`src/rtl/gb_ppu_pkg.sv`:
```
`default_nettype none
// ============================================================================
// Module      : gb_ppu_pkg
// Description : Shared constants and types for the PPU sprite (OAM) scan:
//               OAM base address and sizes, the per-sprite queue entry layout
//               and the scan state encoding.
// Revision    : 1.0 - initial release
// ============================================================================
package gb_ppu_pkg;

  localparam logic [15:0] OAM_BASE    = 16'hFE00;
  localparam int          OAM_ENTRIES = 40;
  localparam int          MAX_SPRITES = 10;
  localparam int          OAM_BYTES   = OAM_ENTRIES * 4;

  // Field order gives {y, x, tile, attr, idx} from MSB to LSB (40 bits).
  typedef struct packed {
    logic [7:0] y;
    logic [7:0] x;
    logic [7:0] tile;
    logic [7:0] attr;
    logic [7:0] idx;
  } sprite_entry_t;

  typedef enum logic [1:0] {
    S_IDLE  = 2'd0,
    S_FETCH = 2'd1,
    S_DONE  = 2'd2
  } scan_state_t;

endpackage
`default_nettype wire

```
`src/rtl/sprite_line_match.sv`:
```
`default_nettype none
// ============================================================================
// Module      : sprite_line_match
// Description : Combinational test of whether a sprite with top coordinate y
//               covers the current line. The line is offset by 16 to match
//               OAM's Y convention; all arithmetic is 9-bit so nothing wraps.
// Ports       : ly    - current line (latched at scan start)
//               tall  - 1 for 16-pixel sprites, 0 for 8-pixel sprites
//               y     - sprite Y byte from OAM
//               match - sprite covers the line
// Revision    : 1.0 - initial release
// ============================================================================
module sprite_line_match (
  input  logic [7:0] ly,
  input  logic       tall,
  input  logic [7:0] y,
  output logic       match
);

  logic [8:0] w_line;
  logic [8:0] w_top;
  logic [8:0] w_bottom;

  assign w_line   = {1'b0, ly} + 9'd16;
  assign w_top    = {1'b0, y};
  assign w_bottom = w_top + (tall ? 9'd16 : 9'd8);
  assign match    = (w_line >= w_top) && (w_line < w_bottom);

endmodule
`default_nettype wire

```
`src/rtl/oam_scan_fsm.sv`:
```
`default_nettype none
// ============================================================================
// Module      : oam_scan_fsm
// Description : Scans all 40 OAM entries (160 bytes, one per cycle) for the
//               line latched at start and collects up to 10 sprites that
//               cover it. done_out pulses 162 cycles after start.
//               Build option OAM_SCAN_SORT_X_EN: accepted sprites are
//               inserted in ascending X order (stable for equal X) instead
//               of OAM order; timing is identical.
// Ports       : clk, rst (async, active-low)
//               start, LY, LCDC     - scan request; LY/LCDC[2] sampled on start
//               oam_a, oam_dout     - OAM read port (1-cycle read latency)
//               oam_din, oam_wr     - unused write port, tied to 0
//               sprite_queue/count  - selected sprites, slot 0 first
//               busy, done_out      - scan in progress / completion pulse
// Revision    : 1.0 - initial release
// ============================================================================
module oam_scan_fsm
  import gb_ppu_pkg::*;
(
  input  logic             clk,
  input  logic             rst,
  input  logic             start,
  input  logic [7:0]       LY,
  input  logic [7:0]       LCDC,
  output logic [15:0]      oam_a,
  input  logic [7:0]       oam_dout,
  output logic [7:0]       oam_din,
  output logic             oam_wr,
  output logic [9:0][39:0] sprite_queue,
  output logic [3:0]       sprite_count,
  output logic             busy,
  output logic             done_out
);

  scan_state_t r_state;
  scan_state_t w_state_nxt;

  // r_n counts address cycles 0..159; value 160 is the read-latency cycle.
  logic [7:0]    r_n;
  logic [7:0]    r_ly;
  logic          r_tall;
  logic [7:0]    r_y;
  logic [7:0]    r_x;
  logic [7:0]    r_tile;
  logic [3:0]    r_count;
  sprite_entry_t [MAX_SPRITES-1:0] r_queue;
  sprite_entry_t [MAX_SPRITES-1:0] w_queue_ins;

  logic [7:0]    w_cap;
  logic          w_match;
  logic          w_accept;
  logic [3:0]    w_pos;
  sprite_entry_t w_new;
  logic          w_unused_lcdc;

  assign w_unused_lcdc = &{LCDC[7:3], LCDC[1:0], 1'b0};

  assign oam_din      = 8'h00;
  assign oam_wr       = 1'b0;
  assign sprite_queue = r_queue;
  assign sprite_count = r_count;

  // ---------------------------------------------------------------------------
  // State register and next-state / output decode
  // ---------------------------------------------------------------------------
  always_ff @(posedge clk or negedge rst) begin
    if (!rst) r_state <= S_IDLE;
    else      r_state <= w_state_nxt;
  end

  always_comb begin
    w_state_nxt = r_state;
    busy        = 1'b0;
    done_out    = 1'b0;
    oam_a       = 16'h0000;
    case (r_state)
      S_IDLE: begin
        if (start) w_state_nxt = S_FETCH;
      end
      S_FETCH: begin
        busy = 1'b1;
        if (r_n != 8'(OAM_BYTES)) oam_a = OAM_BASE + {8'h00, r_n};
        if (start)                       w_state_nxt = S_FETCH;
        else if (r_n == 8'(OAM_BYTES))   w_state_nxt = S_DONE;
      end
      S_DONE: begin
        done_out    = 1'b1;
        w_state_nxt = start ? S_FETCH : S_IDLE;
      end
      default: w_state_nxt = S_IDLE;
    endcase
  end

  // ---------------------------------------------------------------------------
  // Capture path: the byte on oam_dout belongs to address r_n-1.
  // ---------------------------------------------------------------------------
  assign w_cap = r_n - 8'd1;
  assign w_new = {r_y, r_x, r_tile, oam_dout, 2'b00, w_cap[7:2]};

  sprite_line_match u_line_match (
    .ly    (r_ly),
    .tall  (r_tall),
    .y     (r_y),
    .match (w_match)
  );

  // Attribute byte is the last of an entry, so the accept decision is made
  // when it arrives; Y/X/tile are already held in r_y/r_x/r_tile.
  assign w_accept = (r_state == S_FETCH) && (r_n != 8'd0) && (w_cap[1:0] == 2'd3)
                  && w_match && (r_count < 4'(MAX_SPRITES));

  // Insertion slot: either the end of the queue or, when sorting, just past
  // every valid entry whose X is <= the new X (queue is already sorted).
  always_comb begin
    w_pos = r_count;
`ifdef OAM_SCAN_SORT_X_EN
    w_pos = 4'd0;
    for (int i = 0; i < MAX_SPRITES; i++) begin
      if ((4'(i) < r_count) && (r_queue[i].x <= r_x)) w_pos = w_pos + 4'd1;
    end
`endif
  end

  for (genvar i = 0; i < MAX_SPRITES; i++) begin : g_slot
    if (i == 0) begin : g_head
      assign w_queue_ins[i] = (w_pos == 4'd0) ? w_new : r_queue[i];
    end else begin : g_tail
      assign w_queue_ins[i] = (4'(i) < w_pos)  ? r_queue[i]   :
                              (4'(i) == w_pos) ? w_new        :
                                                 r_queue[i-1];
    end
  end

  always_ff @(posedge clk or negedge rst) begin
    if (!rst) begin
      r_n     <= 8'd0;
      r_ly    <= 8'd0;
      r_tall  <= 1'b0;
      r_y     <= 8'd0;
      r_x     <= 8'd0;
      r_tile  <= 8'd0;
      r_count <= 4'd0;
      r_queue <= '0;
    end else if (start) begin
      r_n     <= 8'd0;
      r_ly    <= LY;
      r_tall  <= LCDC[2];
      r_count <= 4'd0;
      r_queue <= '0;
    end else if (r_state == S_FETCH) begin
      if (r_n != 8'(OAM_BYTES)) r_n <= r_n + 8'd1;
      if (r_n != 8'd0) begin
        case (w_cap[1:0])
          2'd0:    r_y    <= oam_dout;
          2'd1:    r_x    <= oam_dout;
          2'd2:    r_tile <= oam_dout;
          default: ;
        endcase
      end
      if (w_accept) begin
        r_queue <= w_queue_ins;
        r_count <= r_count + 4'd1;
      end
    end
  end

endmodule
`default_nettype wire

```
`config.mk`:
```
export PLATFORM = sky130hd
export DESIGN_NAME = oam_scan_fsm
export DESIGN_NICKNAME = d
export VERILOG_FILES = /design/src/rtl/gb_ppu_pkg.sv /design/src/rtl/sprite_line_match.sv /design/src/rtl/oam_scan_fsm.sv
export SDC_FILE = /design/constraint.sdc
export NUM_CORES = 1
export LEC_CHECK = 0
export CORE_UTILIZATION = 45
export CTS_BUF_LIST = sky130_fd_sc_hd__clkbuf_4 sky130_fd_sc_hd__clkbuf_8
export CTS_CLUSTER_DIAMETER = 100
export DETAILED_ROUTE_END_ITERATION = 7
export GPL_TIMING_DRIVEN = 0
export PLACE_DENSITY = 0.72
export RECOVER_POWER = 25
export SETUP_SLACK_MARGIN = 0.1
export SYNTH_ARGS = -nofsm -noshare
export SYNTH_HDL_FRONTEND = slang
export SYNTH_SLANG_ARGS = --single-unit
```
`constraint.sdc`:
```
create_clock -name clk -period 5 [get_ports clk]
set_input_delay 1.5 -clock clk [delete_from_list [all_inputs] [get_ports clk]]
set_output_delay 1.5 -clock clk [all_outputs]
set_load 0.1 [all_outputs]
```
Yosys cells after proc, flatten, opt, wreduce, memory -nomap -nowiden. Cells that the tools add are included.

Bits in read-only memories: 0. Logic and storage cells: 171. Latch bits: 0. Bits in writable memories: 0. Register bits after elaboration: 447. Bits of input ports: 27. Memories: 0. Output and inout bits: 431.

Multiply operators: 0. Bitwise logic cells: 1. Div/mod/pow operators: 0. Equality and inequality tests: 27. Add/sub/neg operators: 6. Reductions and logical operators: 29. Magnitude comparators: 12. Muxes and demuxes: 38. Shift operators: 0.

Operator list (count): $mux 400 (3); $mux 40 (19); $mux 16 (2); $reduce_and 3->1 (10); $mux 8 (3); $ne 2x2->1 const B (10); $eq 3x4->1 const A (4); $lt 3x4->1 const A (4); $mux 4 (3); $reduce_and 4->1 (3); $add 10x9->11 const A (1); $add 8x5->9 const B (1); $add 8x9->9 (1); $ge 9x8->1 (1); $lt 9x9->1 (1); $add 8x1->8 const B (1); $eq 2x4->1 const A (2); $eq 4x4->1 const A (2); $eq 8x8->1 const B (1); $lt 2x4->1 const A (2); $lt 4x4->1 const A (2); $ne 8x8->1 const B (1); $reduce_bool 2->1 (4); $reduce_bool 8->1 (1); other kinds (17) (31).

Longest topological paths before layout. Gate-level depths: netlist of run 1.

Depth in word-level cells: 9. Gate-level depth with buffers: 16. Mapped depth without buffers: 13.

By module. From an unflattened synthesis of run 1, not the netlist that was laid out.

Cells, all modules: 2096. Area total of the unflattened synthesis: 21779.6 µm².

By module, submodules not included: oam_scan_fsm (seq. area each 10685.2 µm², cells an instance 2031, times used 1, area an instance 21272.9 µm²); sprite_line_match (seq. area each 0.0 µm², cells an instance 65, times used 1, area an instance 506.7 µm²).

Worst setup path after synthesis of run 1. OpenSTA, ideal clock, no wires.

Path kind: register to output. Start: register r_state[1]. End: output port oam_a[10]. Buffers on the path: 3. Cell stages (with the launch flop): 7. Data arrival time: 3.337 ns. Path slack: 0.163 ns. Data required time: 3.500 ns. Cells stage by stage: dfrtp_1 > nand2b_1 > inv_2 > clkbuf_1 > and2_1 > clkbuf_1 > buf_4.

Longest elaborated chain between the ends: 2.

Ends and longest elaborated chain: from (decl) (line oam_scan_fsm.sv:36) `scan_state_t r_state;`; from (signal assigned) (line oam_scan_fsm.sv:69) `else r_state <= w_state_nxt;`; $eq 2x1->1 (line oam_scan_fsm.sv:77) `case (r_state)`; $mux 16 (line oam_scan_fsm.sv:77); to (decl) (line oam_scan_fsm.sv:26) `output logic [15:0] oam_a,`.

No other way between the ends.

Final worst setup path of run 1.
Start: register r_n[0]. End: output port oam_a[5].

Longest elaborated chain between the ends: 3. Elaborated cells between the ends (all ways): 4. Those cells by class: add/sub (1); eq/ne (1); mux (2).

Ends and longest elaborated chain: from (decl) (line oam_scan_fsm.sv:40) `logic [7:0] r_n;`; from (signal assigned) (line oam_scan_fsm.sv:152) `if (r_n != 8'(OAM_BYTES)) r_n <= r_n + 8'd1;`; $add 10x9->11 / $ne 8x8->1 (equally long branches) (line oam_scan_fsm.sv:83) `if (r_n != 8'(OAM_BYTES)) oam_a = OAM_BASE + {8'h00, r_n};`; $mux 16 (*) (line oam_scan_fsm.sv:83); $mux 16 (*) (line oam_scan_fsm.sv:77).

Mark *: on every way between the ends. The rest lies on a longest branch, timed or not.

==> summary.txt, run 1 <==
Run status
  • Status: complete, but fails checks
  • Failing checks: capacitance limit, slew limit

Finish
  • Non-Filler Instances: 3168
  • Multi-input gate area: 9356 um2
  • Fin area: 27820 um2
  • Finished Core Util: 59.89%
  • Filler cells: 4012
  • Share of layout cells above drive strength 1: 12.42%
  • Storage element area: 10690 um2
  • Area delta synth->final: 31.28%
  • # nets final: 2558

Hold path
  • Min-Delay Path Depth: 1
  • Hold endpoint: r_state[0]$_DFFE_PN0P_
  • Min-delay src: r_state[1]$_DFFE_PN0P_
  • Tightest Hold Check Type: flop to flop

Routing
  • Initial DRT Pass Iterations: 5
  • Starting DRT DRC Count: 2028
  • Vias per cell: 6.192
  • Vias: 19617
  • DRC: 0
  • Total Wirelength: 87480 um
  • DRT antenna net count: 0
  • WL/cell: 27.61 um

Die
  • Core area: 46460 um2
  • Die H: 219.0 um
  • DIE WIDTH: 219.0 um
  • DIE AREA: 47970 um2
  • Core Rows: 79
  • Initial Utilization: 45.62%
  • I/O Pins: 458

Synth
  • Xor and xnor fraction of the mapped netlist area: 0.7851%
  • Share of the synthesized area in the top cell type: 50.41%
  • Synth Area in Compound Gates: 20.54%
  • Mux cell area share after synthesis: 12.60%
  • Ys async rst share: 100.0%
  • Largest family of logic cells by synthesized area: compound AO/OA/AOI/OAI gates
  • Cell taking the most area after synthesis: dfrtp_1
  • Syn avg cell area: 10.72 um2
  • Top FF cell, synth: dfrtp_1
  • Post-synthesis cell area: 21200 um2
  • Yosys warnings: 0
  • Synth top area cells: dfrtp_1 50%, mux2i_1 11%, o2bb2ai_1 7.4%
  • Area share of and/or/nand/nor cells after synthesis: 8.058%
  • Synth Register Bits: 427
  • Yosys cell types: 61
  • Post-Synthesis Cells: 1977
  • Sequential share of the synthesized area: 50.41%
  • Number of synthesized flops with an enable pin: 0
  • Adder-Cell Fraction of Synth Area: 1.629%

Placed design
  • Hpwl dp: 64210 um
  • Area post-placement: 26360 um2
  • Inst Count DP: 3036
  • GPL Wtd Cong: 0.9298
  • Port Buffers: 420
  • Place WS: -0.1033 ns

GRT
  • Initial antenna violation count: 1
  • Total gr overflow: 0
  • Total GRT Usage: 36.35%
  • First-pass GRT wire length: 127300 um
  • Largest net degree at the start of global routing: 118
  • Vias in the first global route: 19418

Setup path
  • Reg-to-Reg Start: r_y[5]$_DFFE_PN0P_
  • Kind of critical path: flop to output port
  • CP Data Required Time: 3.50 ns
  • Crit path DAT: 3.24 ns
  • Register-to-Register Path Depth: 12
  • Worst setup SP type: flop
  • R2R Path End: sprite_queue[58]$_DFFE_PN0P_
  • Worst-path maximum fanout: 7
  • Crit end category: output port
  • R2r setup slk: 0.62 ns

Clock tree
  • CTS buffer count: 73
  • CTS Buffer Depth: 3
  • CTS tree: done
  • CTS sink cnt: 427
  • Clock transition at the registers of the reported paths: 0.06 ns
  • Root Driver: clkbuf_8
  • Hold_buf cts: 0
  • CTS H-tree depth: 3
  • Clock latency on the worst-skew pair: 0.67 ns

Timing
  • Final hold vios: 0
  • Final Skew: 0.03615 ns
  • Slew HR: -73.63%
  • RSZ-0062 raised after global routing: false
  • Max-slew violations: 99
  • Setup-failing EPs final: 0
  • Final Critical Period: 4.737 ns
  • Worst slew pin tran: 2.604 ns
  • Fmax achieved: 0.2111 GHz
  • Final WS setup: 0.2632 ns
  • Period utilization: 94.74%

Flow run
  • Max-cap violation count: 1

Pwr
  • Leakage dissipation: 0.01147 uW
  • Net Sw Power: 2944 uW
  • Int Pwr: 5846 uW
  • Clock power share: 38.8%
  • Seq pwr share: 42.1%
  • Combinational share of power: 19.1%
  • Sw Ratio: 33.49%
  • PD cells: 315.9 nW/um2
  • Worst VDD drop: 150.1 uV
[metal layers]
metal  track usage (%)  part of all wire (%)  vias to the layer above
li1                  -                     -                     8225
met1             49.50                    41                     9944
met2             55.61                    45                     1224
met3             7.651                   9.8                      224
met4             16.57                   4.4                        0
met5                 0                     0                        -
[critical path, cell delays in order, from the launching register on]
cell           delay, ns
dfrtp_1             0.47
clkbuf_2            0.27
inv_1               0.12
ha_1                0.25
nand3_1             0.07
or2_0               0.34
and3_1              0.20
dlygate4sd2_1       0.86
[cell usage in the layout (no fill, tap or decap), types with 13 or more instances in the layout]
cell,synthesis,routed
buf_4,49,49
clkdlybuf4s50_1,0,408
conb_1,1,30
nor2_1,175,175
clkbuf_4,0,30
clkbuf_1,126,124
buf_2,52,57
ha_1,26,26
a311oi_1,38,38
o21ai_0,60,60
a211oi_1,80,80
a311oi_2,20,20
a21oi_1,155,155
nand3_1,44,44
o211ai_1,13,13
nand2_1,114,114
dfrtp_1,427,427
clkbuf_8,0,88
o2bb2ai_1,178,178
inv_1,22,22
mux2i_1,241,241
mux2_2,23,23
[per-stage QoR]
stage / total power, uW / TNS (ns) / hold WS, ns
global route: 9064 / 0 / 0.4953
detailed placement: 5416 / -0.7129 / 0.4590
finish: 8790 / 0 / 0.4622
global placement: 5382 / -6947.65 / 0.4441
floorplan: 4837 / 0 / 0.4276
CTS: 8775 / 0 / 0.4668
[power by group through the flow]
stage / registers [uW] / logic, uW / clock network [uW]
6_report: 3700 / 1680 / 3410
5_1_grt: 3710 / 1770 / 3580
4_1_cts: 3700 / 1660 / 3420
3_5_place_dp: 3760 / 1660 / 0
3_3_place_gp: 3760 / 1620 / 0
2_1_floorplan: 4050 / 791 / 0
[cell usage after synthesis, types with 2 or more instances]
master and instances:
a2111oi_4 2, xor2_1 9, inv_1 22, nand3_1 44, nand4_1 3, o21ba_2 3
a2111oi_0 3, mux2i_1 241, o21ai_0 60, o2bb2ai_1 178, a21oi_1 155, nor3_2 3
or3_1 6, buf_4 49, o2111ai_1 5, ha_1 26, dfrtp_1 427, buf_2 52
a22o_1 5, xnor2_1 10, a21oi_2 2, mux2_2 23, nand3b_2 2, and3_1 5
a211oi_1 80, nor3_1 8, o21ai_1 2, or2_2 2, a311oi_2 20, a21o_1 5
o211ai_1 13, o22ai_1 3, clkbuf_1 126, buf_6 3, and2_1 10, a21boi_0 3
nand2b_1 3, inv_2 2, nand2_1 114, o21a_1 2, nand3b_1 2, nor2b_1 6
buf_1 9, nor2_1 175, a311oi_1 38
[worst max-delay path by stage]
stage / slack [ns] / from / to
CTS: 0.03 / r_n[0]$_DFFE_PN0P_ / oam_a[13]
floorplan: 0.16 / r_state[1]$_DFFE_PN0P_ / oam_a[10]
global route: 0.09 / rst / sprite_queue[173]$_DFFE_PN0P_
global placement: -16.32 / rst / sprite_queue[260]$_DFFE_PN0P_
detailed placement: -0.10 / r_n[0]$_DFFE_PN0P_ / oam_a[13]
finish: 0.26 / r_n[0]$_DFFE_PN0P_ / oam_a[5]
[sequential cells by signal, indices dropped and copies added, names as in the netlist]
| register | flops |
|---|---|
| r_tile | 8 |
| sprite_count | 4 |
| r_ly | 8 |
| r_state | 2 |
| r_y | 8 |
| r_x | 8 |
| r_tall | 1 |
| r_n | 8 |
| sprite_queue | 380 |
[kinds of logic (layout without fill, tap and decap cells)]
kind of cell | count (synthesis) | after routing
compound gates | 584 | 584
xor+xnor | 19 | 19
flops | 427 | 427
simple gates | 391 | 391
mux | 264 | 264
fa+ha+maj | 27 | 27
buf+inv | 264 | 818
other cells | 1 | 31
[repair_timing]
item / in CTS / in global routing
buffers inserted: 0 / 0
gates resized for setup: 36 / 14
endpoints found under the setup margin: 11 / 11
cloned: 0 / 0
[layout make-up]
cell class,count,area share [%]
inverters,25,0.3373
plain buffers,239,4.209
flip-flops and latches,427,38.40
diodes,1,0.008994
clock inverters,16,0.5126
clock buffers,115,5.081
repair buffers,423,15.09
well taps,607,2.730
multi-input cells,1315,33.63
Note: power is estimated with default switching activity, not from simulation.
==> run 2, diff against run 1 <==
--- a/config.mk
+++ b/config.mk
@@ -5,6 +5,7 @@
 export SDC_FILE = /design/constraint.sdc
 export NUM_CORES = 1
 export LEC_CHECK = 0
+export CORE_ASPECT_RATIO = 0.9
 export CORE_UTILIZATION = 45
 export CTS_BUF_LIST = sky130_fd_sc_hd__clkbuf_4 sky130_fd_sc_hd__clkbuf_8
 export CTS_CLUSTER_DIAMETER = 100
==> summary.txt, run 2 (synthesized netlist as in run 1, its figures left out) <==
Run status
  • Status: complete, but fails checks
  • Failing checks: capacitance limit, slew limit

Pwr
  • Combinational share of power: 18.8% (-0.3 points)
  • Sw Ratio: 32.84% (-0.65 points)
  • Leakage dissipation: 0.01150 uW (+0.32%)
  • Int Pwr: 6025 uW (+3.1%)
  • Clock power share: 39.9% (+1.1 points)
  • PD cells: 321.0 nW/um2 (+1.6%)
  • Seq pwr share: 41.3% (-0.8 points)
  • Net Sw Power: 2946 uW (about the same)
  • Worst VDD drop: 168.2 uV (+12%)

Hold path
  • Min-Delay Path Depth: 1 (unchanged)
  • Tightest Hold Check Type: flop to flop

Routing
  • Vias: 19606 (-0.056%)
  • WL/cell: 27.58 um (-0.12%)
  • Total Wirelength: 87620 um (+0.16%)
  • Vias per cell: 6.171 (-0.34%)
  • DRT antenna net count: 0 (unchanged)
  • Starting DRT DRC Count: 2225 (+9.7%)
  • Initial DRT Pass Iterations: 5 (unchanged)
  • DRC: 0 (unchanged)

GRT
  • Initial antenna violation count: 1 (unchanged)
  • First-pass GRT wire length: 128200 um (+0.67%)
  • Vias in the first global route: 19180 (-1.2%)
  • Met1 GRT Util: 50.73% (+1.2 points)
  • M2 GR Usage: 54.75% (-0.86 points)
  • Total gr overflow: 0 (unchanged)
  • Largest net degree at the start of global routing: 119 (+0.85%)
  • Total GRT Usage: 36.10% (-0.25 points)
  • Busiest grt layer: met2
  • Grt met3 use: 8.183% (+0.53 points)

Die
  • Core area: 46540 um2 (+0.19%)
  • DIE AREA: 47970 um2 (about the same)
  • Die H: 207.9 um (-5.1%)
  • Core Rows: 75 (-5.1%)
  • DIE WIDTH: 230.8 um (+5.4%)
  • Initial Utilization: 45.54% (-0.086 points)
  • I/O Pins: 458 (unchanged)

Placed design
  • Hpwl dp: 64710 um (+0.77%)
  • Inst Count DP: 3045 (+0.30%)
  • Port Buffers: 420 (unchanged)
  • GPL Wtd Cong: 0.9057 (-2.6%)
  • Area post-placement: 26370 um2 (about the same)

Setup path
  • Critical path depth: 6 (-1)
  • Worst-path maximum fanout: 11 (+4)
  • CP Cell Sequence: dlygate4sd3_1 -> buf_1 -> clkbuf_1 -> clkbuf_1 -> clkbuf_1 -> a211oi_1
  • Crit-path most repeated cell: clkbuf_1
  • Buf+Inv Stages, Crit Path: 5 (+2)
  • Kind of critical path: input port to flop
  • CP top delay family: buffers and inverters
  • Register-to-Register Path Depth: 12 (unchanged)
  • Crit end category: flop
  • CP Data Required Time: 5.46 ns (+1.96 ns)
  • Crit path DAT: 5.25 ns (+2.01 ns)
  • Worst setup SP type: input port
  • CP peak stage delay: 0.85 ns (about the same)
  • Slowest-stage cell, CP: clkbuf_1
  • R2r setup slk: 0.49 ns (-0.13 ns)

Timing
  • Final hold vios: 0 (unchanged)
  • Max-slew violations: 116 (+17%)
  • Setup-failing EPs final: 0 (unchanged)
  • Fmax achieved: 0.2091 GHz (-0.97%)
  • Period utilization: 95.67% (+0.93 points)
  • Final Critical Period: 4.783 ns (+0.04647 ns)
  • Worst slew pin tran: 3.125 ns (+0.5207 ns)
  • Slew HR: -108.3% (-35 points)
  • Final Skew: 0.02672 ns (-0.009429 ns)
  • RSZ-0062 raised after global routing: false

Clock tree
  • CTS tree: done
  • Hold_buf cts: 0 (unchanged)
  • Root Driver: clkbuf_8
  • CTS sink cnt: 427 (unchanged)
  • Clock transition at the registers of the reported paths: 0.07 ns (about the same)
  • Post-CTS setup buffers: 0 (unchanged)
  • Clock latency on the worst-skew pair: 0.66 ns (about the same)
  • PostCTS Resize Cnt: 36 (unchanged)
  • CTS Buffer Depth: 3 (unchanged)
  • CTS buffer count: 74 (+1.4%)
  • CTS H-tree depth: 3 (unchanged)

Finish
  • Fin area: 27950 um2 (+0.45%)
  • Filler cells: 3963 (-1.2%)
  • Commonest non-fill, non-tap cell in the layout: dfrtp_1
  • Number of flip-flops in the largest register: 380 (unchanged)
  • # nets final: 2559 (+0.039%)
  • Most frequent cells in the layout: 427 x dfrtp_1, 407 x clkdlybuf4s50_1, 241 x mux2i_1, 178 x o2bb2ai_1, 175 x nor2_1
  • Area delta synth->final: 31.87%
  • Non-Filler Instances: 3177 (+0.28%)
  • Share of layout cells above drive strength 1: 12.46% (+0.039 points)

Flow run
  • Max-cap violation count: 1 (unchanged)
==> run 2: changes by cell type in the layout (fill, tap and decap cells not counted), moves of 2 or more <==
cell / change
buf_16: +2
buf_2: +2
bufinv_16: +2
clkbuf_4: -8
clkbuf_8: +8
clkinv_2: -3
clkinvlp_4: +2
inv_6: -2
==> run 2: through the flow <==
stage / hold WS (ns) / TNS (ns) / utilization (%) / setup slack [ns] / total power, uW
after floorplan: 0.4276 / 0 / - / 0.1626 / 4837
after global placement: 0.4414 / -6936.72 / 56.46 / -16.28 / 5385
after detailed placement: 0.4657 / -2.810 / 56.65 / -0.2074 / 5420
after CTS: 0.4689 / 0 / 60.12 / 0.04990 / 8938
after global routing: 0.5101 / 0 / 60.05 / 0.2221 / 9217
final: 0.4686 / 0 / 60.05 / 0.2167 / 8971
==> run 2: layout make-up <==
cell class | count | area [um2] | share of cell area [%]
Antenna cell | 1 | 2.502 | 0.008953
Buffer | 239 | 1171 | 4.190
Multi-Input combinational cell | 1315 | 9356 | 33.48
Timing Repair Buffer | 423 | 4227 | 15.12
Tap cell | 616 | 770.7 | 2.758
Clock inverter | 13 | 157.7 | 0.5640
Clock buffer | 118 | 1486 | 5.318
Sequential cell | 427 | 10690 | 38.23
Inverter | 25 | 93.84 | 0.3357
==> run 2: per-layer routing <==
layer | up-vias | wire length [um]
met2 | 1206 | 39570
met3 | 190 | 8799
met1 | 9977 | 36280
li1 | 8231 | -
met4 | 2 | 2963
met5 | - | 13
==> run 2: power by group through the flow <==
stage,registers (uW),logic (uW),clock network [uW]
6_report,3700,1690,3580
5_1_grt,3710,1770,3730
4_1_cts,3700,1670,3570
3_5_place_dp,3760,1660,0
3_3_place_gp,3770,1620,0
2_1_floorplan,4050,791,0
==> run 2: worst paths after layout <==
check,start,endpoint
hold reg to reg,r_state[1]$_DFFE_PN0P_,r_state[0]$_DFFE_PN0P_
max in group asynchronous,rst,sprite_queue[302]$_DFFE_PN0P_
setup reg to reg,r_y[4]$_DFFE_PN0P_,sprite_queue[59]$_DFFE_PN0P_
hold / removal,r_state[1]$_DFFE_PN0P_,r_state[0]$_DFFE_PN0P_
setup / recovery,start,sprite_queue[157]$_DFFE_PN0P_
min in group asynchronous,rst,sprite_queue[360]$_DFFE_PN0P_
